==> src/rtl/mem_arb_pkg.sv <==
// Shared encodings and limits for the memory port arbiter and its wait counter.
package mem_arb_pkg;

  localparam int unsigned MEM_LAT_MIN = 1;
  localparam int unsigned MEM_LAT_MAX = 15;
  localparam int unsigned CNT_W       = 4;

  typedef enum logic [1:0] {
    ARB_IDLE = 2'b00,
    ARB_BUSY = 2'b01,
    ARB_DONE = 2'b10
  } arb_state_e;

  typedef enum logic {
    OWN_IF = 1'b0,
    OWN_DM = 1'b1
  } arb_owner_e;

  // Counter preload so that BUSY lasts exactly lat cycles.
  function automatic logic [CNT_W-1:0] lat_to_count(input int unsigned lat);
    return CNT_W'(lat - 1);
  endfunction

endpackage

==> src/rtl/arb_wait_counter.sv <==
// Loadable down-counter that paces memory wait cycles; zero_c flags the last one.
module arb_wait_counter
  import mem_arb_pkg::*;
#(
  parameter int unsigned W = CNT_W
) (
  input  logic         clk,
  input  logic         rst,
  input  logic         load,
  input  logic [W-1:0] load_val,
  input  logic         dec,
  output logic         zero_c
);

  logic [W-1:0] count_q, count_d;

  always_comb begin
    count_d = count_q;
    if (load) begin
      count_d = load_val;
    end else if (dec && (count_q != '0)) begin
      count_d = count_q - W'(1);
    end
  end

  always_ff @(posedge clk) begin
    if (rst) begin
      count_q <= '0;
    end else begin
      count_q <= count_d;
    end
  end

  assign zero_c = (count_q == '0);

endmodule

==> src/rtl/mem_port_arbiter.sv <==
// Shares one single-port memory between instruction fetch and data access.
// Define ARB_RR_EN for round-robin tie-breaking; default is fixed data priority.
module mem_port_arbiter
  import mem_arb_pkg::*;
#(
  parameter int unsigned ADDR_W  = 32,
  parameter int unsigned DATA_W  = 32,
  parameter int unsigned MEM_LAT = 2
) (
  input  logic              clk,
  input  logic              RST,
  input  logic              if_req,
  input  logic [ADDR_W-1:0] if_addr,
  output logic              if_ack,
  output logic [DATA_W-1:0] if_rdata,
  input  logic              dm_req,
  input  logic              dm_we,
  input  logic [ADDR_W-1:0] dm_addr,
  input  logic [DATA_W-1:0] dm_wdata,
  output logic              dm_ack,
  output logic [DATA_W-1:0] dm_rdata,
  output logic              mem_en,
  output logic              mem_we,
  output logic [ADDR_W-1:0] mem_addr,
  output logic [DATA_W-1:0] mem_wdata,
  input  logic [DATA_W-1:0] mem_rdata,
  output logic              busy
);

  if ((MEM_LAT < MEM_LAT_MIN) || (MEM_LAT > MEM_LAT_MAX)) begin : g_lat_check
    $error("mem_port_arbiter: MEM_LAT must be within 1..15");
  end

  arb_state_e        state_q, state_d;
  arb_owner_e        owner_q, owner_d;
  logic              we_q, we_d;
  logic [ADDR_W-1:0] addr_q, addr_d;
  logic [DATA_W-1:0] wdata_q, wdata_d;
  logic              mem_en_q, mem_en_d;
  logic              mem_we_q, mem_we_d;
  logic              if_ack_q, if_ack_d;
  logic              dm_ack_q, dm_ack_d;
  logic [DATA_W-1:0] if_rdata_q, if_rdata_d;
  logic [DATA_W-1:0] dm_rdata_q, dm_rdata_d;
  logic              busy_q, busy_d;
  logic              cnt_load, cnt_dec, cnt_zero_c;
  logic              dm_wins_tie_c, grant_dm_c;

`ifdef ARB_RR_EN
  // owner_q still names the last grant while idle, so it doubles as the RR pointer.
  assign dm_wins_tie_c = (owner_q == OWN_IF);
`else
  assign dm_wins_tie_c = 1'b1;
`endif

  arb_wait_counter #(.W(CNT_W)) u_wait (
    .clk      (clk),
    .rst      (RST),
    .load     (cnt_load),
    .load_val (lat_to_count(MEM_LAT)),
    .dec      (cnt_dec),
    .zero_c   (cnt_zero_c)
  );

  always_ff @(posedge clk) begin
    if (RST) begin
      state_q    <= ARB_IDLE;
      owner_q    <= OWN_IF;
      we_q       <= 1'b0;
      addr_q     <= '0;
      wdata_q    <= '0;
      mem_en_q   <= 1'b0;
      mem_we_q   <= 1'b0;
      if_ack_q   <= 1'b0;
      dm_ack_q   <= 1'b0;
      if_rdata_q <= '0;
      dm_rdata_q <= '0;
      busy_q     <= 1'b0;
    end else begin
      state_q    <= state_d;
      owner_q    <= owner_d;
      we_q       <= we_d;
      addr_q     <= addr_d;
      wdata_q    <= wdata_d;
      mem_en_q   <= mem_en_d;
      mem_we_q   <= mem_we_d;
      if_ack_q   <= if_ack_d;
      dm_ack_q   <= dm_ack_d;
      if_rdata_q <= if_rdata_d;
      dm_rdata_q <= dm_rdata_d;
      busy_q     <= busy_d;
    end
  end

  // Grant and latch in IDLE, pace BUSY with the counter, single DONE cycle.
  always_comb begin
    state_d    = state_q;
    owner_d    = owner_q;
    we_d       = we_q;
    addr_d     = addr_q;
    wdata_d    = wdata_q;
    cnt_load   = 1'b0;
    cnt_dec    = 1'b0;
    grant_dm_c = dm_req && (!if_req || dm_wins_tie_c);
    case (state_q)
      ARB_IDLE: begin
        if (if_req || dm_req) begin
          state_d  = ARB_BUSY;
          cnt_load = 1'b1;
          if (grant_dm_c) begin
            owner_d = OWN_DM;
            we_d    = dm_we;
            addr_d  = dm_addr;
            wdata_d = dm_wdata;
          end else begin
            owner_d = OWN_IF;
            we_d    = 1'b0;
            addr_d  = if_addr;
            wdata_d = '0;
          end
        end
      end
      ARB_BUSY: begin
        if (cnt_zero_c) begin
          state_d = ARB_DONE;
        end else begin
          cnt_dec = 1'b1;
        end
      end
      ARB_DONE: state_d = ARB_IDLE;
      default:  state_d = ARB_IDLE;
    endcase
  end

  // Output flops follow the state being entered; read data lands on the last wait cycle.
  always_comb begin
    mem_en_d   = (state_d == ARB_BUSY);
    mem_we_d   = (state_d == ARB_BUSY) && we_d;
    if_ack_d   = (state_d == ARB_DONE) && (owner_q == OWN_IF);
    dm_ack_d   = (state_d == ARB_DONE) && (owner_q == OWN_DM);
    busy_d     = (state_d != ARB_IDLE);
    if_rdata_d = if_rdata_q;
    dm_rdata_d = dm_rdata_q;
    if ((state_q == ARB_BUSY) && cnt_zero_c && !we_q) begin
      if (owner_q == OWN_DM) begin
        dm_rdata_d = mem_rdata;
      end else begin
        if_rdata_d = mem_rdata;
      end
    end
  end

  assign mem_en    = mem_en_q;
  assign mem_we    = mem_we_q;
  assign mem_addr  = addr_q;
  assign mem_wdata = wdata_q;
  assign if_ack    = if_ack_q;
  assign dm_ack    = dm_ack_q;
  assign if_rdata  = if_rdata_q;
  assign dm_rdata  = dm_rdata_q;
  assign busy      = busy_q;

endmodule
==> config.mk <==
export PLATFORM = sky130hd
export DESIGN_NAME = mem_port_arbiter
export DESIGN_NICKNAME = d
export VERILOG_FILES = /design/src/rtl/mem_arb_pkg.sv /design/src/rtl/arb_wait_counter.sv /design/src/rtl/mem_port_arbiter.sv
export SDC_FILE = /design/constraint.sdc
export NUM_CORES = 1
export LEC_CHECK = 0
export ABC_AREA = 1
export CAP_MARGIN = 10
export CORE_MARGIN = 3
export CORE_UTILIZATION = 30
export DETAILED_ROUTE_END_ITERATION = 16
export SLEW_MARGIN = 15
export SYNTH_ARGS = -nofsm -noshare
export SYNTH_HDL_FRONTEND = slang
export SYNTH_SLANG_ARGS = --single-unit
==> constraint.sdc <==
create_clock -name clk -period 1.5 [get_ports clk]
set_clock_uncertainty 0.15 [all_clocks]
set_input_delay 0.15 -clock clk [delete_from_list [all_inputs] [get_ports clk]]
set_output_delay 0.15 -clock clk [all_outputs]
set_load 0.05 [all_outputs]
# Word level (Yosys, flattened, before mapping)
# Index checks and enable logic that the tools add are counted.
# Widths: inputs -> output; s select.
[totals]
ff_bits = 141
word_cells = 51
[classes]
add_sub_neg = 1
eq_ne = 3
mux = 15
n_bitwise = 1
reduce_logical = 17
[op_table]
columns = ["operator", "count"]
rows = [
  ["$mux 32", 2],
  ["$mux 1", 10],
  ["$logic_and 1x1->1", 6],
  ["$reduce_and 2->1", 3],
  ["$eq 2x1->1 const B", 2],
  ["$logic_not 4->1", 1],
  ["$mux 2", 2],
  ["$pmux 2 s2", 1],
  ["$reduce_bool 2->1", 2],
  ["$reduce_bool 4->1", 1],
  ["$sub 4x1->4 const B", 1],
  ["$eq 2x2->1 const B", 1],
  ["$logic_not 2->1", 1],
  ["$reduce_or 2->1", 1],
  ["$logic_not 1->1", 1],
  ["$logic_or 1x1->1", 1],
  ["$not 1->1", 1],
]

# Longest topological paths before layout
# Gate-level depths: netlist of run 1.
[depth]
word_depth = 6
ltp_mapped = 9
mapped_depth_nobuf = 9

# By module
# From an unflattened synthesis of run 1, not the netlist that was laid out.
[unflattened]
cells_unflattened = 973
area_unflattened_um2 = 6346.1
[modules_own_cells]
columns = ["module", "n_inst", "cells_per_inst", "area_per_inst_um2", "seq_area_each_um2"]
rows = [
  ["mem_port_arbiter", 1, 932, 6072.1, 2742.6],
  ["arb_wait_counter", 1, 41, 274.0, 80.1],
]

# Least setup slack after synthesis of run 1
# No wires, ideal clock.
[synth_timing]
kind = "register to register"
from = "reg u_wait.count_q[0]"
to = "reg if_rdata_q[21], in the netlist if_rdata[21]"
setup_time_ns = 0.113
arrival_time_ns = 1.247
slack_ns = -0.010
stages_incl_launch_ff = 10
period_less_slack_ns = 1.510
cell_sequence = "dfxtp_1 -> inv_1 -> ha_1 -> nand2_2 -> nor2_2 -> buf_6 -> buf_6 -> nand4_1 -> nand2_1 -> nor2_2"
[synth_via]
elab_chain_len = 4
[synth_rtl]
columns = ["item", "line_no", "rtl"]
rows = [
  ["start, declared", "arb_wait_counter.sv:15", "logic [W-1:0] count_q, count_d;"],
  ["start signal, assigned", "arb_wait_counter.sv:30", "count_q <= count_d;"],
  ["$logic_not 4->1", "arb_wait_counter.sv:34", "assign zero_c = (count_q == '0);"],
  ["$logic_and 1x1->1 (2 in series)", "mem_port_arbiter.sv:144", "if ((state_q == ARB_BUSY) && cnt_zero_c && !we_q) begin"],
  ["$reduce_and 2->1 (no line)", "--", ""],
  ["end signal, assigned", "mem_port_arbiter.sv:89", "if_rdata_q <= if_rdata_d;"],
  ["end, declared", "mem_port_arbiter.sv:43", "logic [DATA_W-1:0] if_rdata_q, if_rdata_d;"],
]
# Every way passes these cells.
# A chain may end at the register's enable or synchronous reset.

# Worst setup path in the final report of run 1
[layout_timing]
from = "reg u_wait.count_q[0]"
to = "reg dm_rdata_q[31], in the netlist dm_rdata[31]"
[layout_via]
elab_chain_len = 4
[layout_rtl]
columns = ["item", "line_no", "rtl"]
rows = [
  ["$logic_not 4->1", "arb_wait_counter.sv:34", ""],
  ["$logic_and 1x1->1 (2 in series)", "mem_port_arbiter.sv:144", ""],
  ["$reduce_and 2->1 (no line)", "--", ""],
  ["end signal, assigned", "mem_port_arbiter.sv:90", "dm_rdata_q <= dm_rdata_d;"],
  ["end, declared", "mem_port_arbiter.sv:44", "logic [DATA_W-1:0] dm_rdata_q, dm_rdata_d;"],
]
# Every way passes these cells.

==> results.md, run 1 <==
Floorplanning:
- The row count is between 50 and 60.
- The die is approximately 150 microns wide.
- Measured along the y axis, the die boundary spans 148 microns.
- For this design the top-level I/O count stands at around 270.
- The floorplan step defined a core boundary enclosing between 15,000 and 20,000 sq um.
- The area of the die is between 20,000 and 25,000 sq um.
- Once the floorplan was initialized, standard cells occupied a little under a third of the core.

Yosys:
- By area, the combinational part of the netlist is dominated by simple AND/OR/NAND/NOR gates.
- The proportion of register bits with asynchronous set or reset after synthesis is 0%.
- The fraction of the mapped netlist area in compound gates is about 3.7%.
- The area share of the largest cell type after synthesis is 46.8%.
- dfxtp_1 takes more of the synthesized area than any other cell.
- For this run, the register share of the synthesized area comes to a little under half.
- The register bit total from synthesis is 141.
- The synthesized netlist net count is between 900 and 1,000.
- The number of different library cells used by synthesis comes to 23.
- Yosys mapped a number of flops with a built-in enable equal to 0.
- Yosys attributes the largest share of cell area to dfxtp_1 47%, nand2_1 15%, nor2_1 11%.
- The adder-cell share of the synthesized area is less than 1%.
- Yosys printed 0 warnings.
- The average cell area after synthesis is between 7 and 8 sq um.
- After synthesis, the most frequently instantiated cells are 235 x nand2_1, 181 x nor2_1, 141 x dfxtp_1, 64 x nand4_1, 44 x inv_1.
- In this run the cell area of the synthesized design comes to just over 6000 sq um.
- In the synthesized netlist, mux cells make up 0% of the area.
- The post-synthesis share of cell area spent on and, or, nand and nor gates is about two fifths.
- In the synthesized netlist the dominant register cell turns out to be dfxtp_1.
- The synthesized netlist devotes less than 1% of its cell area to XOR and XNOR gates.
- The leading cell type by number of instances after synthesis is nand2_1.
- In the synthesized netlist, the number of instances is approximately 840.

Timing:
- The number of pins exceeding their max-slew limit in the final report is 0.
- At the pin with the least slew margin, the transition time is between 300 and 400 ps.
- Final hold analysis gives a worst-case slack of roughly 130 ps.
- Setup slack on the critical path of the routed design comes to -122 ps.
- The number of failing hold endpoints at the final stage is 0.
- In the final timing run, aggregate negative setup slack is -3290 ps.
- After layout, the worst path uses 108% of the clock period.
- Measured against its own limit, the worst slew margin works out to 79.3%.
- Derived from the worst setup path, the maximum achievable clock frequency is a little over 0.6 GHz.
- Setup repair after global routing could not meet its margin everywhere.
- Setup violations remaining at the end of the flow were counted as 54.
- The minimum clock period is around 1600 ps.

CTS:
- TritonCTS created 17 clock buffers.
- The library cell used as clock root buffer is clkbuf_16.
- The H-tree generated during clock tree synthesis spans 4 levels.
- The number of sinks on the clock net is 141.
- Clock-pin slew was measured on the worst setup and hold paths at ~60 ps.
- Hold repair after CTS inserted 0 buffers.
- The maximum clock path buffer count is 2.
- The CTS tree is done.
- The clock reaches the later pin of the worst-skew pair after ~420 ps.

Global routing:
- Entering global routing, the biggest net connects 72 pins.
- The aggregate global-route resource usage is between 15 and 20%.
- The initial antenna violation count is 0.
- The wire length of the first global-routing pass is slightly above 30 mm.
- The number of global-route vias before repair came to 5,900.
- Summed over all layers, the global routing overflow is 0.

Final layout:
- The repair_antennas step left the layout with diodes totalling 0.
- The final standard cell utilization of the core is just under 60%.
- Leaving out filler cells and counting taps, the final layout contains 1,394.
- The area overhead of the layout relative to synthesis is 92.4%.
- In the final layout, the share of cells above drive strength 1 is 26.1%.
- The count of nets after finishing is between 1,000 and 1,500.

Critical path:
- The kind of cell with the highest combined delay along the critical path is buffers and inverters.
- The register-to-register setup slack is -120 ps.
- The largest individual stage delay along the critical path comes from the cell dfxtp_2.
- The signal on the critical path passes through inv_2 -> ha_4 -> buf_6 -> nand4_4 -> buf_6 -> nor2_4 -> buf_12 -> clkbuf_16 -> nor2_1 -> nor2_1.
- The critical path is of the register to register type.
- At the worst endpoint, the required time is between 1500 and 2000 ps.
- STA puts the critical path data arrival time at ~1800 ps.
- The startpoint type of the worst setup path is a register.
- The nature of the critical path endpoint is a register.
- The critical register-to-register path startpoint is u_wait.count_q[0]$_SDFFE_PP0P_.
- The endpoint identified for the worst register-to-register timing path is dm_rdata[31]$_SDFFE_PP0P_.
- The number of cells on the worst reg-to-reg path is 10.
- The buffers plus inverters on the worst setup path is 5.
- In this design, the stage delay of the slowest critical-path cell is approximately 320 ps.
- The largest fanout on the critical path is 12.

Routing:
- For this block, the via count after detailed routing is 6,317.
- The first detailed-routing pass ran for 5 iterations.
- For this run, design rule violations remaining after detail routing come to 0.
- The initial DRC count is 296.
- The post-detailed-route count of antenna-violating nets is 0.
- Dividing the detail-routed wire length by the instance count gives approximately 15 microns.
- The average via count per standard cell is 4.53.
- Wires add up to 20.6 mm.

Worst hold path:
- For hold timing, the worst endpoint is mem_wdata[5]$_SDFFE_PP0P_.
- The type of the most critical hold path is input pin to register.
- The hold path startpoint is dm_wdata[5].
- The worst hold path stage count is 3.

Power and ir drop:
- IR analysis of the VDD net gives a maximum drop of 0.811 mV.
- For this design the static power due to leakage is 0.00507 uW.
- Power comes to roughly 14,000 uW.
- Dividing total power by cell area gives a power density of 1210 nW/um^2.

Place:
- Detailed placement ended at an HPWL of roughly 14 mm.
- In this run the tool buffered the top-level ports with 265 buffer cells.
- Counting tap cells, the placed design contains a total of between 1,000 and 1,500 instances.
- At the end of routability-driven placement, the weighted congestion stood at 0.781.

Run status:
- The checks that failed: setup timing.
- The run finished, with violations left.

Run:
- Across the run, the number of max-cap violations was 0.
## state kept, by name (all words and copies together) (netlist names)
signal	count
u_wait.count_q	4
we_q	1
mem_en	1
if_ack	1
owner_q	1
state_q	2
mem_we	1
if_rdata	32
mem_wdata	32
mem_addr	32
dm_ack	1
dm_rdata	32
busy	1
## power by group
part / switching [uW] / internal [uW] / leakage (uW)
registers: 397 / 4110 / 0.00116
logic: 2480 / 2340 / 0.00360
clock network: 1680 / 3000 / 0.000312
total: 4560 / 9440 / 0.00507
## layer usage
layer	track usage, %	part of all wire, %	up-vias
met3	6.93	8.7	34
met5	0	0	-
met2	30.1	50	212
li1	-	-	3210
met1	20.2	39	2861
met4	5.55	2.3	0
## cell usage in the layout, fill, tap and decap left out, drive strengths merged
cell type / Yosys / layout
bufinv: 0 / 5
buf: 47 / 181
clkinvlp: 0 / 3
nand4: 65 / 65
nor2: 209 / 209
dfxtp: 141 / 141
a21oi: 4 / 4
inv: 47 / 47
nand2: 237 / 237
nand3: 33 / 33
nor3: 2 / 2
xor2: 1 / 1
clkinv: 0 / 6
nand3b: 1 / 1
o21ai: 37 / 37
ha: 1 / 1
clkdlybuf4s50: 0 / 132
clkbuf: 14 / 24
## stage by stage
step                area [sq um]  worst slack [ps]
detailed placement         10400              -179
CTS                        11200             -69.0
global route               11600              -187
global placement           10400              -152
floorplan                   6030              21.9
finish                     11600              -122
## worst max path at each step
stage                                   startpoint                    endpoint  slack (ps)  cells past startpoint
finish              u_wait.count_q[0]$_SDFFE_PP0P_   dm_rdata[31]$_SDFFE_PP0P_        -120                     10
global route        u_wait.count_q[0]$_SDFFE_PP0P_   dm_rdata[20]$_SDFFE_PP0P_        -190                     10
CTS                 u_wait.count_q[0]$_SDFFE_PP0P_   dm_rdata[14]$_SDFFE_PP0P_         -70                      9
detailed placement                          dm_req  mem_wdata[19]$_SDFFE_PP0P_        -180                      8
global placement                            dm_req   mem_wdata[0]$_SDFFE_PP0P_        -150                      8
floorplan           u_wait.count_q[0]$_SDFFE_PP0P_   if_rdata[21]$_SDFFE_PP0P_          20                      9
## what timing repair did
item | in CTS | in global routing
endpoints found under the setup margin | 68 | 77
cloned | 2 | 9
setup buffers | 3 | 3
hold endpoints to repair | 0 | 0
pin swaps | 23 | 19
gates resized for setup | 18 | 56
## cell families after synthesis
| logic type | after synthesis |
|---|---|
| xor gates and xnor gates | 1 |
| and+or+nand+nor | 547 |
| adders and majority gates | 1 |
| DFF | 141 |
| AOI/OAI and AO/OA | 41 |
| buffers and inverters | 108 |
## cell type report
class | instances | area (sq um)
clock inverter | 14 | 218
multi-input combinational | 590 | 2820
tap | 265 | 332
timing repair buffer | 319 | 4790
inverter | 47 | 181
sequential | 141 | 2830
clock buffer | 18 | 439
fill | 1748 | 7990
## tightest hold or removal path, stage by stage
cell             delay (ps)
clkdlybuf4s50_1         390
nand3_1                  70
nand2_1                  50
Note: power is estimated with default switching activity, not from simulation.
==> run 2, diff against run 1 <==
--- a/config.mk
+++ b/config.mk
@@ -9,7 +9,9 @@
 export CAP_MARGIN = 10
 export CORE_MARGIN = 3
 export CORE_UTILIZATION = 30
+export CTS_CLUSTER_SIZE = 10
 export DETAILED_ROUTE_END_ITERATION = 16
+export REMOVE_ABC_BUFFERS = 1
 export SLEW_MARGIN = 15
 export SYNTH_ARGS = -nofsm -noshare
 export SYNTH_HDL_FRONTEND = slang
==> run 2 against run 1 <==
The run still ends with setup timing left; count of clock-buffer cells in the layout unchanged; first-iteration DRC count shrank 45%; setup slack improved by 110 ps; critical path type unchanged; highest routed layer unchanged.
==> results.md, run 2 (synthesized netlist as in run 1, its figures left out) <==
Timing:
- Setup repair after global routing could not meet its margin everywhere.
- Final hold analysis gives a worst-case slack of 136 ps.
- The number of pins exceeding their max-slew limit in the final report came to 0.
- The normalized max-slew margin is 80.4%.
- The minimum clock period is approximately 1500 ps.
- The setup-violating endpoint count in the final report is 11.
- Derived from the worst setup path, the maximum achievable clock frequency is around 0.66 GHz.
- The number of failing hold endpoints at the final stage is 0.
- After routing, the total negative slack on setup checks comes to -97.3 ps.
- The setup slack of the critical path after layout is -12.7 ps.
- Of the available clock period, the critical path in the final layout requires 101%.
- At the pin with the least slew margin, the transition time is 293 ps.

Floorplanning:
- Once the floorplan was initialized, standard cells occupied between 30% and 40% of the core.
- The region available for standard cell placement spans slightly below 20,000 sq um.
- The x dimension of the die is approximately 150 microns.
- The die covers approximately 22,000 sq um.
- From bottom edge to top edge, the die measures 148 microns.
- The count of pins on the block boundary is roughly 270.
- The floorplan has just over 50 rows.

Final layout:
- The number of diodes added for antenna fixing is 0.
- The filler cells instantiated in the layout total approximately 1,800.
- From synthesis to final layout, the design area changed by 85.9%.
- The leading cell type in the layout, fill and taps excluded is nand2_1.
- The post-route netlist has 22.5% of its cells at a drive strength greater than 1.
- The multi-input combinational cells in the finished layout cover a total of ~2700 sq um.
- In the layout the commonest cells are 235 x nand2_1, 180 x nor2_1, 147 x buf_12, 139 x dfxtp_1, 132 x clkdlybuf4s50_1.
- The count of nets after finishing is around 1,200.
- The flip-flop and latch area is around 2800 sq um.

Global routing:
- The initial antenna violation count is 0.
- The total congestion overflow is 0.
- Global routing consumed, over all layers together, ~17% of the routing resources.
- The maximum number of pins on one net before global-route repair is 65.
- The first global-routing pass estimated 30.2 mm of wire.
- The number of global-route vias before repair is 5,722.

CTS:
- TritonCTS built the clock tree.
- In this run, post-CTS hold repair placed 0 buffers.
- The number of sinks on the clock net is approximately 140.
- The clock transition at the registers of the reported paths is approximately 60 ps.
- The clock passes through at most 2 buffers.
- The count of H-tree levels built during CTS is 4.
- The clock reaches the later pin of the worst-skew pair after about 420 ps.
- The total CTS buffers is 17.
- CTS placed an instance of clkbuf_16 at the clock tree root.

Run status:
- The final reports fail on setup timing.
- The flow ran to the end, but the final reports show violations.

Routing:
- The number of iterations in the first detailed-routing pass is 4.
- The post-detailed-route count of antenna-violating nets is 0.
- After detailed routing, the total wire length is about 20 mm.
- The routed via count is between 6,000 and 7,000.
- After the first detailed-routing iteration, the DRC count stood at between 150 and 200.
- After detailed routing, the number of vias per cell comes to about 4.5.
- The wire length per cell after detailed routing is approximately 14 microns.
- The remaining design rule violation count is 0.

Critical path:
- The register-to-register setup slack is -10 ps.
- The worst path arrival time is 1680 ps.
- The data required time of the critical path is roughly 1700 ps.
- The kind of critical path is register to register.
- The number of cells on the worst reg-to-reg path is 9.
- The worst setup path is captured at a register.
- Of all nets on the critical path, the largest fanout is 9.
- STA classifies the critical path startpoint as a register.

Power and ir drop:
- The power per standard cell area is roughly 1200 nW/um^2.
- Summed over all cells, the static leakage comes to around 0.005 uW.
- The largest voltage drop on the vdd net is roughly 0.80 mV.

Place:
- Detailed placement ended at an HPWL of 14.2 mm.
- The number of buffers inserted by port buffering is roughly 270.
- Routability-driven placement finished with a final weighted congestion of about 0.81.

Run:
- Across the run, the number of max-cap violations was 0.

Worst hold path:
- The worst hold path was traced through 3 stages.
- The path class of the tightest hold or removal check is input pin to register.
-- run 2: cell count changes in the layout (fill, tap and decap cells not counted), sizes merged --
cell / before / now
buf: 181 / 172
clkbuf: 24 / 22
clkinvlp: 3 / 1
inv: 47 / 49
-- run 2: worst paths after layout --
path                             startpoint                    endpoint
max          u_wait.count_q[0]$_SDFFE_PP0P_   if_rdata[27]$_SDFFE_PP0P_
min reg2reg       mem_wdata[2]$_SDFFE_PP0P_   mem_wdata[2]$_SDFFE_PP0P_
min                            dm_wdata[19]  mem_wdata[19]$_SDFFE_PP0P_
max reg2reg  u_wait.count_q[0]$_SDFFE_PP0P_   if_rdata[27]$_SDFFE_PP0P_
-- run 2: final cells by class --
| cell class | instances | share of cell area [%] |
|---|---|---|
| Timing Repair Buffer | 308 | 40.8 |
| Multi-Input combinational cell | 590 | 23.7 |
| Sequential cell | 141 | 25.2 |
| Inverter | 47 | 1.60 |
| Clock buffer | 18 | 3.83 |
| Clock inverter | 14 | 1.93 |
| Tap cell | 265 | 2.96 |
-- run 2: worst max-delay path, stage by stage (launching register included) --
cell and delay [ps]:
dfxtp_2 320, inv_2 70, ha_4 170, nand2_4 60, nor2_4 140, buf_6 160, clkbuf_16 160, nand4_1 70
nand2_1 80, nor2_2 30
-- run 2: timing repair --
item | CTS | global route
hold endpoints to repair | 0 | 0
gates resized for setup | 7 | 11
cloned | 1 | 5
endpoints found under the setup margin | 74 | 123
buffers inserted | 2 | 2
-- run 2: routing by layer --
metal	routed length, microns	track usage, %
met1	8270	20.4
met2	9360	29.2
met3	1880	6.90
met4	349	5.78
met5	0	0
-- run 2: power breakdown --
| group | leakage (uW) | internal [uW] | switching (uW) |
|---|---|---|---|
| combinational | 0.00343 | 2190 | 2390 |
| sequential | 0.00116 | 4110 | 371 |
| clock | 0.000315 | 2960 | 1690 |
| total | 0.00490 | 9260 | 4460 |
-- run 2: stage by stage --
step	total power, uW	util (%)	area [sq um]	worst slack (ps)	cells
after floorplan	6510	-	5620	-1460	778
after global placement	8970	52.9	10400	-205	1342
final	13700	57.2	11200	-12.7	1383
after global routing	14300	57.2	11200	-110	1383
after detailed placement	9010	52.9	10400	-234	1342
after CTS	13800	56.5	11100	-16.8	1377
==> run 3, diff against run 2 <==
--- a/config.mk
+++ b/config.mk
@@ -7,6 +7,7 @@
 export LEC_CHECK = 0
 export ABC_AREA = 1
 export CAP_MARGIN = 10
+export CORE_ASPECT_RATIO = 0.6
 export CORE_MARGIN = 3
 export CORE_UTILIZATION = 30
 export CTS_CLUSTER_SIZE = 10
@@ -16,3 +17,4 @@
 export SYNTH_ARGS = -nofsm -noshare
 export SYNTH_HDL_FRONTEND = slang
 export SYNTH_SLANG_ARGS = --single-unit
+export TNS_END_PERCENT = 100
==> constraint.sdc (replaced) <==
create_clock -name clk -period 1.85 [get_ports clk]
set_clock_uncertainty 0.15 [all_clocks]
set_input_delay 0.185 -clock clk [delete_from_list [all_inputs] [get_ports clk]]
set_output_delay 0.185 -clock clk [all_outputs]
set_load 0.05 [all_outputs]
==> run 3 against run 2 <==
The run now ends clean; final area is 17% lower; combinational power is 38% lower; routed wire length is 2.4% lower; highest routed layer unchanged; via count is 2.7% lower; sequential power is 22% lower.
==> results.md, run 3 (synthesized netlist as in run 1, its figures left out) <==
Run status:
- The run finished with clean final reports.

Final layout:
- The finished layout holds 1,366 standard cells, fillers aside.
- The library cell used most frequently in the layout, excluding fill and tap cells, is nand2_1.
- After routing the design area is about 9000 sq um.
- The area overhead of the layout relative to synthesis is 53.4%.
- After the last flow step, the layout net total stands at 1,221.
- In the layout the commonest cells are 235 x nand2_1, 181 x nor2_1, 141 x dfxtp_1, 132 x clkdlybuf4s50_1, 91 x buf_4.
- Cells with a size suffix above 1 make up between 10% and 20% of the layout.
- The repair_antennas step left the layout with diodes totalling 0.
- Counting the fill cells in the layout gives 2,003.

CTS:
- After clock tree synthesis, the setup repair step added 0 buffers.
- For the worst-skew pair, the clock arrives at the later sink with an insertion delay of 400 ps.
- The total CTS buffers is 17.
- TritonCTS built the clock tree.
- CTS built an H-tree with a depth of 4.
- The clock transition at the registers of the reported paths is about 70 ps.
- The hold-fix buffer count after cts is 0.
- The number of sinks on the clock net is 141.
- The longest clock path from root to sink contains 2 buffers.
- The cell sitting at the root of the clock tree is a clkbuf_16.

Timing:
- Setup violations remaining at the end of the flow were counted as 0.
- At the pin with the least slew margin, the transition time is about 520 ps.
- Setup repair after global routing left no endpoint under its margin.
- The number of pins exceeding their max-slew limit in the final report is 0.
- After layout, the worst path uses roughly nine tenths of the clock period.
- The worst path in the final design needs a cycle of between 1500 and 2000 ps, including I/O delays and setup.
- The worst pin sits at a relative slew slack of between 60% and 70%.
- Static timing analysis puts the maximum clock frequency at a little over 0.6 GHz.
- Across all hold checks on the routed design, the worst slack comes to roughly 180 ps.
- The number of failing hold endpoints at the final stage is 0.

Critical path:
- The path length in cells of the critical path is 1.
- The buffers plus inverters on the worst setup path is 1.
- The endpoint identified for the worst register-to-register timing path is if_rdata[10]$_SDFFE_PP0P_.
- The critical register-to-register path startpoint is u_wait.count_q[0]$_SDFFE_PP0P_.
- The number of cells on the worst reg-to-reg path is 8.
- The register-to-register setup slack is ~220 ps.
- Walking the worst path, the cells encountered are dlygate4sd2_1.
- The worst setup path is launched from a register.
- The slowest cell on the critical path is dlygate4sd2_1.
- Data on the critical path arrives at its endpoint at about 1300 ps.
- The largest stage delay on the critical path is ~550 ps.
- The largest fanout on the critical path is 2.
- For the worst setup path, the data required time is between 1500 and 2000 ps.
- The kind of critical path is register to output port.
- The cell type group with the largest total delay on the critical path is buffers and inverters.
- STA classifies the critical path endpoint as an output port.

Global routing:
- The number of global-route vias before repair is about 5,800.
- The met3 global-route usage is around 6.8%.
- The global-route met1 utilization is between 20% and 30%.
- The first global-routing pass estimated approximately 30 mm of wire.
- The initial antenna violation count came to 0.
- The fraction of met2 tracks used by global routing is 27.3%.
- The aggregate global-route resource usage is between 10% and 20%.
- Entering global routing, the biggest net connects 55 pins.
- The most used routing layer in global routing is met2.
- The total congestion overflow is 0.

Floorplanning:
- Row generation in the floorplan step produced 39 rows.
- Once the floorplan was initialized, standard cells occupied 31.1% of the core.
- In this run the vertical extent of the chip is ~120 microns.
- The count of pins on the block boundary is around 270.
- The x dimension of the die is 189 microns.
- The area of the die is approximately 22,000 sq um.
- The core region is 19,400 sq um.

Routing:
- The first TritonRoute pass finished after 4 iterations.
- For this block, the via count after detailed routing is approximately 6,000.
- Dividing the detail-routed wire length by the instance count gives about 14 microns.
- After the first detailed-routing iteration, the DRC count stood at 251.
- The average via count per standard cell is between 4 and 5.
- The final wirelength is 19.4 mm.
- For this run, design rule violations remaining after detail routing come to 0.
- The count of nets left with antenna violations once routing finished came out at 0.

Worst hold path:
- The worst hold path passes through 3 cells.
- The worst hold path begins at dm_wdata[29].
- The type of the most critical hold path is input pin to register.
- The endpoint of the worst hold-timing path is mem_wdata[29]$_SDFFE_PP0P_.

Power and ir drop:
- The power per standard cell area is between 1000 and 1500 nW/um^2.
- The largest voltage drop on the vdd net is roughly 0.6 mV.
- The static leakage power is around 0.0044 uW.

Place:
- The placed cell count is between 1,000 and 1,500.
- After legalization and detailed placement, the total HPWL measured ~14 mm.
- The count of buffers added on input and output ports is ~270.
- The congestion estimate from routability-driven global placement came to 0.753.
- The placement-stage cell area is 8740 sq um.

Run:
- Across the run, the number of max-cap violations was 0.
-- run 3: cell count changes in the layout (fill, tap and decap cells not counted), moves of 3 or more --
cell	change
buf_12	-137
buf_4	+70
buf_6	-3
bufinv_16	-4
clkbuf_16	-4
dlygate4sd2_1	+57
inv_6	+5
o21ai_0	+3
o21ai_1	-3
-- run 3: timing repair --
| action | in CTS | in global routing |
|---|---|---|
| cloned | 0 | 0 |
| gates resized for setup | 57 | 1 |
| hold endpoints to repair | 0 | 0 |
| setup endpoints to repair | 57 | 3 |
-- run 3: how the worst max path moves through the flow --
stage | from | end | slack [ps]
final | if_rdata[18]$_SDFFE_PP0P_ | if_rdata[18] | 200
after global routing | u_wait.count_q[0]$_SDFFE_PP0P_ | if_rdata[0]$_SDFFE_PP0P_ | 70
after CTS | u_wait.count_q[0]$_SDFFE_PP0P_ | if_rdata[10]$_SDFFE_PP0P_ | 150
after detailed placement | dm_req | mem_addr[7]$_SDFFE_PP0P_ | 80
after global placement | dm_req | mem_wdata[22]$_SDFFE_PP0P_ | 100
after floorplan | RST | u_wait.count_q[1]$_SDFFE_PP0P_ | -1140
-- run 3: through the flow --
stage | util, % | setup WS, ps | TNS (ps) | power, uW
after floorplan | - | -1140 | -102150 | 5280
after global placement | 45.1 | 99.3 | 0 | 6480
after detailed placement | 45.1 | 75.4 | 0 | 6500
after CTS | 47.7 | 150 | 0 | 9820
after global routing | 47.8 | 65.2 | 0 | 10200
final | 47.8 | 197 | 0 | 9700
-- run 3: power breakdown --
part           switching, uW  total (uW)  leakage (uW)  internal [uW]
Combinational           1880        2840       0.00301            960
Sequential               160        3490       0.00116           3330
Clock                   1410        3370      0.000278           1950
-- run 3: per-layer routing --
metal,share of wire (%),vias up
met4,0.91,0
met1,46,2716
met2,44,174
met3,8.6,15
met5,0,-
li1,-,3143
-- run 3: final cells by class --
class | count | area (sq um) | share of cell area [%]
inverter | 47 | 179 | 1.93
clock inverter | 13 | 128 | 1.38
clock buffer | 19 | 453 | 4.90
sequential | 141 | 2820 | 30.5
multi-input combinational | 590 | 2630 | 28.5
timing repair buffer | 290 | 2700 | 29.2
tap | 266 | 333 | 3.60
==> RTL edit 1, RTL diff (flow settings as in run 2) <==
The package constant `CNT_W` goes from 4 to 6.
--- a/src/rtl/mem_arb_pkg.sv
+++ b/src/rtl/mem_arb_pkg.sv
@@ -3,7 +3,7 @@
 
   localparam int unsigned MEM_LAT_MIN = 1;
   localparam int unsigned MEM_LAT_MAX = 15;
-  localparam int unsigned CNT_W       = 4;
+  localparam int unsigned CNT_W       = 6;
 
   typedef enum logic [1:0] {
     ARB_IDLE = 2'b00,
Behaviour: same outputs for any inputs over 10 cycles, from zero or initial values and one cycle with RST high; that may be too few to reach the edited logic, so the function may still have changed.
==> RTL edit 1 against run 2 <==
The flow still finishes with violations (setup timing). Design area rose by 7.1%. Cell count increased by 5.5%. Via count up 4.1%. Sequential power up 4%. Power is 7.4% higher. Critical path type unchanged. Setup slack worse by 0.18 ns. First-iteration DRC count is 40% higher. Critical path depth did not move. Routed wire length rose by 8.1%. Area after synthesis up 3.8%. Sequential cell count rose by 2.
==> RTL edit 1: results (changes against run 2) <==
| Metric | Value |
|---|---|
| Global-route wire length before repair | `31340 um (+3.9%)` |
| Worst-Margin Slew | `0.2945 ns (+0.001786 ns)` |
| Fillers | `1738 (-2.4%)` |
| Nets@finish | `1310 (+5.7%)` |
| Wire per inst | `14.72 um (+2.5%)` |
| Area grow syn2layout | `91.79%` |
| FFs w/ async S/R, synth | `0% (unchanged)` |
| Avg Inst Size Synth | `7.131 um^2 (-0.81%)` |
| Vias in the first global route | `6102 (+6.6%)` |
| Initial drt markers | `229 (+40%)` |
| Seq/Total Area, Yosys | `45.72% (-1.1 points)` |
| Synth Area in XOR/XNOR | `0.2798% (+0.13 points)` |
| Crit-path leading delay family | `simple AND/OR/NAND/NOR gates` |
| Outcome | `complete, but fails checks` |
| Synth Warn # | `0 (unchanged)` |
| Hold_ws | `0.1246 ns (-0.01130 ns)` |
| Placement Cell Area | `10760 um^2 (+3.8%)` |
| Netlist cell types | `27 (+17%)` |
| HPWL Detailed | `14630 um (+3.0%)` |
| Hold Path Cell Cnt | `4 (+1)` |
| Peak supply drop | `0.7519 mV (-6.4%)` |
| Largest net degree at the start of global routing | `63 (-3.1%)` |
| Setup slack at placement | `-0.1208 ns (+0.1135 ns)` |
| WHS Endpoint | `we_q$_SDFF_PP0_` |
| Adder-cell share of the synthesized area | `0.1998% (-0.0076 points)` |
| Clock Pin Slew Worst Setup and Hold Paths | `0.06 ns (about the same)` |
| Layout cells sized above 1 | `26.24% (+3.7 points)` |
| Final WL | `21480 um (+8.1%)` |
| TNS Setup | `-8.730 ns (-8.633 ns)` |
| Vias | `6471 (+4.1%)` |
| Gr usage total | `17.70% (+0.28 points)` |
| R2R setup slack | `-0.19 ns (-0.18 ns)` |
| Failing checks | `setup timing` |
| Pleak | `5.363 nW (+9.5%)` |
| Finish-stage setup viols | `65 (+54)` |
| Setup ws final | `-0.1897 ns (-0.1771 ns)` |
| CP Capture Point | `if_rdata[2]$_SDFFE_PP0P_` |
| Critical path startpoint | `u_wait.count_q[1]$_SDFFE_PP0P_` |
| TritonRoute pass-1 iters | `4 (unchanged)` |
| Initial antenna violation count | `2 (+2)` |
| RD Place Congestion | `0.7816 (-3.4%)` |
| Synth Area in Compound Gates | `13.35% (+9.7 points)` |
==> RTL edit 1: changes by cell type in the layout (fill, tap and decap cells not counted), sizes merged, moves of 2 or more <==
cell      delta
buf         +29
a22o        +32
nand4        +3
nand3       -29
a21oi       +68
bufinv       -2
dfxtp        +2
nor2       -104
clkbuf       +3
inv        +159
clkinvlp     +2
nand2       -92
==> RTL edit 1: cells by family after synthesis <==
logic type,count (synthesis)
buffers and inverters,266
AO/OA/AOI/OAI,142
flip-flops,143
adder cells (fa/ha/maj),1
XOR/XNOR,2
AND/OR/NAND/NOR,324
==> RTL edit 1: what timing repair did <==
item,in CTS,in global routing
gates resized for setup,36,49
setup buffers,13,4
endpoints found under the hold margin,0,0
setup endpoints to repair,73,92
pin swaps,24,15
cloned,3,8
==> RTL edit 1: cell type report <==
type	count	area share, %
Clock inverter	12	1.334
Sequential cell	143	23.86
Clock buffer	20	3.803
Tap cell	270	2.813
Inverter	208	6.502
Multi-Input combinational cell	469	20.99
Timing Repair Buffer	337	40.70
==> RTL edit 1: worst min-delay path, cell delays in order <==
cell,delay (ns)
buf_2,0.19
o21ai_2,0.13
nand2_2,0.09
o21ai_1,0.07
==> RTL edit 1: report_power, final <==
group          total, mW  switching (mW)  internal, mW
sequential          4.64           0.422          4.22
combinational       5.69            2.92          2.77
clock               4.40            1.69          2.72
total               14.7            5.03          9.70
==> RTL edit 1: layer usage <==
| layer | vias to the layer above | part of all wire (%) | global-route usage, % |
|---|---|---|---|
| met4 | 2 | 2.0 | 5.352 |
| met2 | 228 | 48 | 29.20 |
| li1 | 3333 | - | - |
| met3 | 32 | 9.7 | 7.435 |
| met1 | 2876 | 41 | 20.99 |
| met5 | - | 0.061 | 0 |
==> RTL edit 2, RTL diff (settings of run 2) <==
Without the edit above. The 3 states of `arb_state_e` get a one-hot encoding in 3 bits.
--- a/src/rtl/mem_arb_pkg.sv
+++ b/src/rtl/mem_arb_pkg.sv
@@ -5,10 +5,10 @@
   localparam int unsigned MEM_LAT_MAX = 15;
   localparam int unsigned CNT_W       = 4;
 
-  typedef enum logic [1:0] {
-    ARB_IDLE = 2'b00,
-    ARB_BUSY = 2'b01,
-    ARB_DONE = 2'b10
+  typedef enum logic [2:0] {
+    ARB_IDLE = 3'b001,
+    ARB_BUSY = 3'b010,
+    ARB_DONE = 3'b100
   } arb_state_e;
 
   typedef enum logic {
Function: same outputs for any inputs over 10 cycles, from zero or initial values and one cycle with RST high; not proved beyond that.
==> RTL edit 2 against run 2 <==
The flow still finishes with violations (setup timing). Combinational power shrank 19%. Via count increased by 6.4%. Core utilization grew 2.2 points. Sequential cell count rose by 1. Routed wire length grew 9.2%. Area after synthesis up 5.2%. Design area rose by 8.7%. Sequential share of layout area decreased by 1.8 points. First-iteration DRC count grew 39%. Setup slack got worse by 0.10 ns. Clock power rose by 0.9%. Power down 7.3%.
==> RTL edit 2: results (changes against run 2) <==
| Metric | Value |
|---|---|
| Clock latency on the worst-skew pair | `0.42 ns (about the same)` |
| Pleak | `5.663 nW (+16%)` |
| TNS Setup | `-4.988 ns (-4.891 ns)` |
| # diodes | `0 (unchanged)` |
| Vias in the first global route | `6264 (+9.5%)` |
| TritonRoute pass-1 iters | `5 (+1)` |
| Netlist cell types | `24 (+4.3%)` |
| Tightest Hold Check Type | `in2reg` |
| Worst-path fanout max | `12 (+3)` |
| H-Tree Level Count | `4 (unchanged)` |
| Slowest CP cell | `dfxtp_2` |
| Clock Sinks | `142 (+0.71%)` |
| Finish-stage setup viols | `63 (+52)` |
| Outcome | `complete, but fails checks` |
| Setup slack at placement | `-0.2991 ns (-0.06488 ns)` |
| Worst Reg-to-Reg Cells | `10 (+1)` |
| Ranking of synthesized cells by area | `dfxtp_1 45%, nand2_1 16%, inv_1 12%, nor2_1 8.3%, nand4_1 6.3%` |
| Global-route wire length before repair | `33140 um (+9.9%)` |
| RD Place Congestion | `0.7766 (-4.0%)` |
| CTS Root Cell | `clkbuf_16` |
| Largest stage delay, worst path | `0.32 ns (about the same)` |
| Worst r2r src | `u_wait.count_q[1]$_SDFFE_PP0P_` |
| Worst hold start | `dm_wdata[31]` |
| Wire per inst | `14.07 um (-2.0%)` |
| Gr usage total | `18.49% (+1.1 points)` |
| Failing checks | `setup timing` |
| Port Buffers | `265 (unchanged)` |
| FFs w/ async S/R, synth | `0% (unchanged)` |
| Max Buffers Root-to-Sink | `2 (unchanged)` |
| TritonCTS Buffers | `17 (unchanged)` |
| Peak supply drop | `0.7001 mV (-13%)` |
| Initial antenna violation count | `0 (unchanged)` |
| CP Data Arrival Time | `1.82 ns (+0.14 ns)` |
| R2r endpoint | `dm_rdata[13]$_SDFFE_PP0P_` |
| HPWL Detailed | `14690 um (+3.5%)` |
| Clock Pin Slew Worst Setup and Hold Paths | `0.07 ns` |
| Vias | `6613 (+6.4%)` |
| Setup ws final | `-0.1134 ns (-0.1008 ns)` |
| Layout cells sized above 1 | `24.69% (+2.1 points)` |
| CP Class | `reg2reg` |
| Seq/Total Area, Yosys | `44.79% (-2.0 points)` |
| Synth Warn # | `0 (unchanged)` |
| WHS Endpoint | `mem_wdata[31]$_SDFFE_PP0P_` |
| Initial drt markers | `228 (+39%)` |
| Worst-Margin Slew | `0.2483 ns (-0.04440 ns)` |
| Nets@finish | `1393 (+12%)` |
| Hold Path Cell Cnt | `3 (unchanged)` |
| Most instantiated cells after synthesis | `277 x nand2_1, 206 x inv_1, 142 x dfxtp_1, 140 x nor2_1, 64 x nand4_1` |
| Largest net degree at the start of global routing | `51 (-22%)` |
[RTL edit 2: per-layer routing]
layer  up-vias  GRT usage (%)  wire [um]
met1      2878          22.33       8717
met3        24          7.496       2329
met4         0          4.941        314
met2       244          30.54      10340
met5         -              0          0
li1       3467              -          -
[RTL edit 2: what timing repair did]
action                     CTS  global route
resized for setup           39            94
cloned                       6             5
pin swaps                   20             6
hold buffers                 0             0
setup endpoints to repair   98           138
setup buffers                6             6
[RTL edit 2: per-stage QoR]
stage	area, um^2	instances	utilization (%)	hold slack (ns)
2_1_floorplan	6045	913	-	0.07238
3_3_place_gp	10850	1487	52.92	0.3339
3_5_place_dp	10850	1487	52.92	0.3416
4_1_cts	11810	1531	57.61	0.1105
5_1_grt	12180	1542	59.44	0.1149
6_report	12180	1542	59.44	0.1202
[RTL edit 2: worst max-delay path: cells and delay by family (launching register included)]
kind | cells | cell delay (ns)
DFF | 1 | 0.32
adders and majority gates | 1 | 0.15
buffers and inverters | 4 | 0.46
and+or+nand+nor | 5 | 0.46
[RTL edit 2: area by class of cell]
cell class / instances / area (um^2)
clock buffers: 17 / 425.4
well taps: 270 / 337.8
clock inverters: 15 / 222.7
inverters: 209 / 787.0
flip-flops and latches: 142 / 2846
fillers: 1825 / 8312
multi-input cells: 562 / 2685
repair buffers: 327 / 4878
[RTL edit 2: power by group]
part / leakage [nW] / switching (mW) / total [mW] / internal (mW)
Combinational: 4.19 / 1.91 / 3.71 / 1.80
Clock: 0.316 / 1.83 / 4.69 / 2.86
Sequential: 1.16 / 0.283 / 4.33 / 4.04
Total: 5.66 / 4.03 / 12.7 / 8.70
[RTL edit 2: cells by family after synthesis]
family | share of synthesized area [%]
buf+inv | 17.13
simple gates | 32.35
compound gates | 5.401
xor+xnor | 0.1380
fa+ha+maj | 0.1971
flops | 44.79
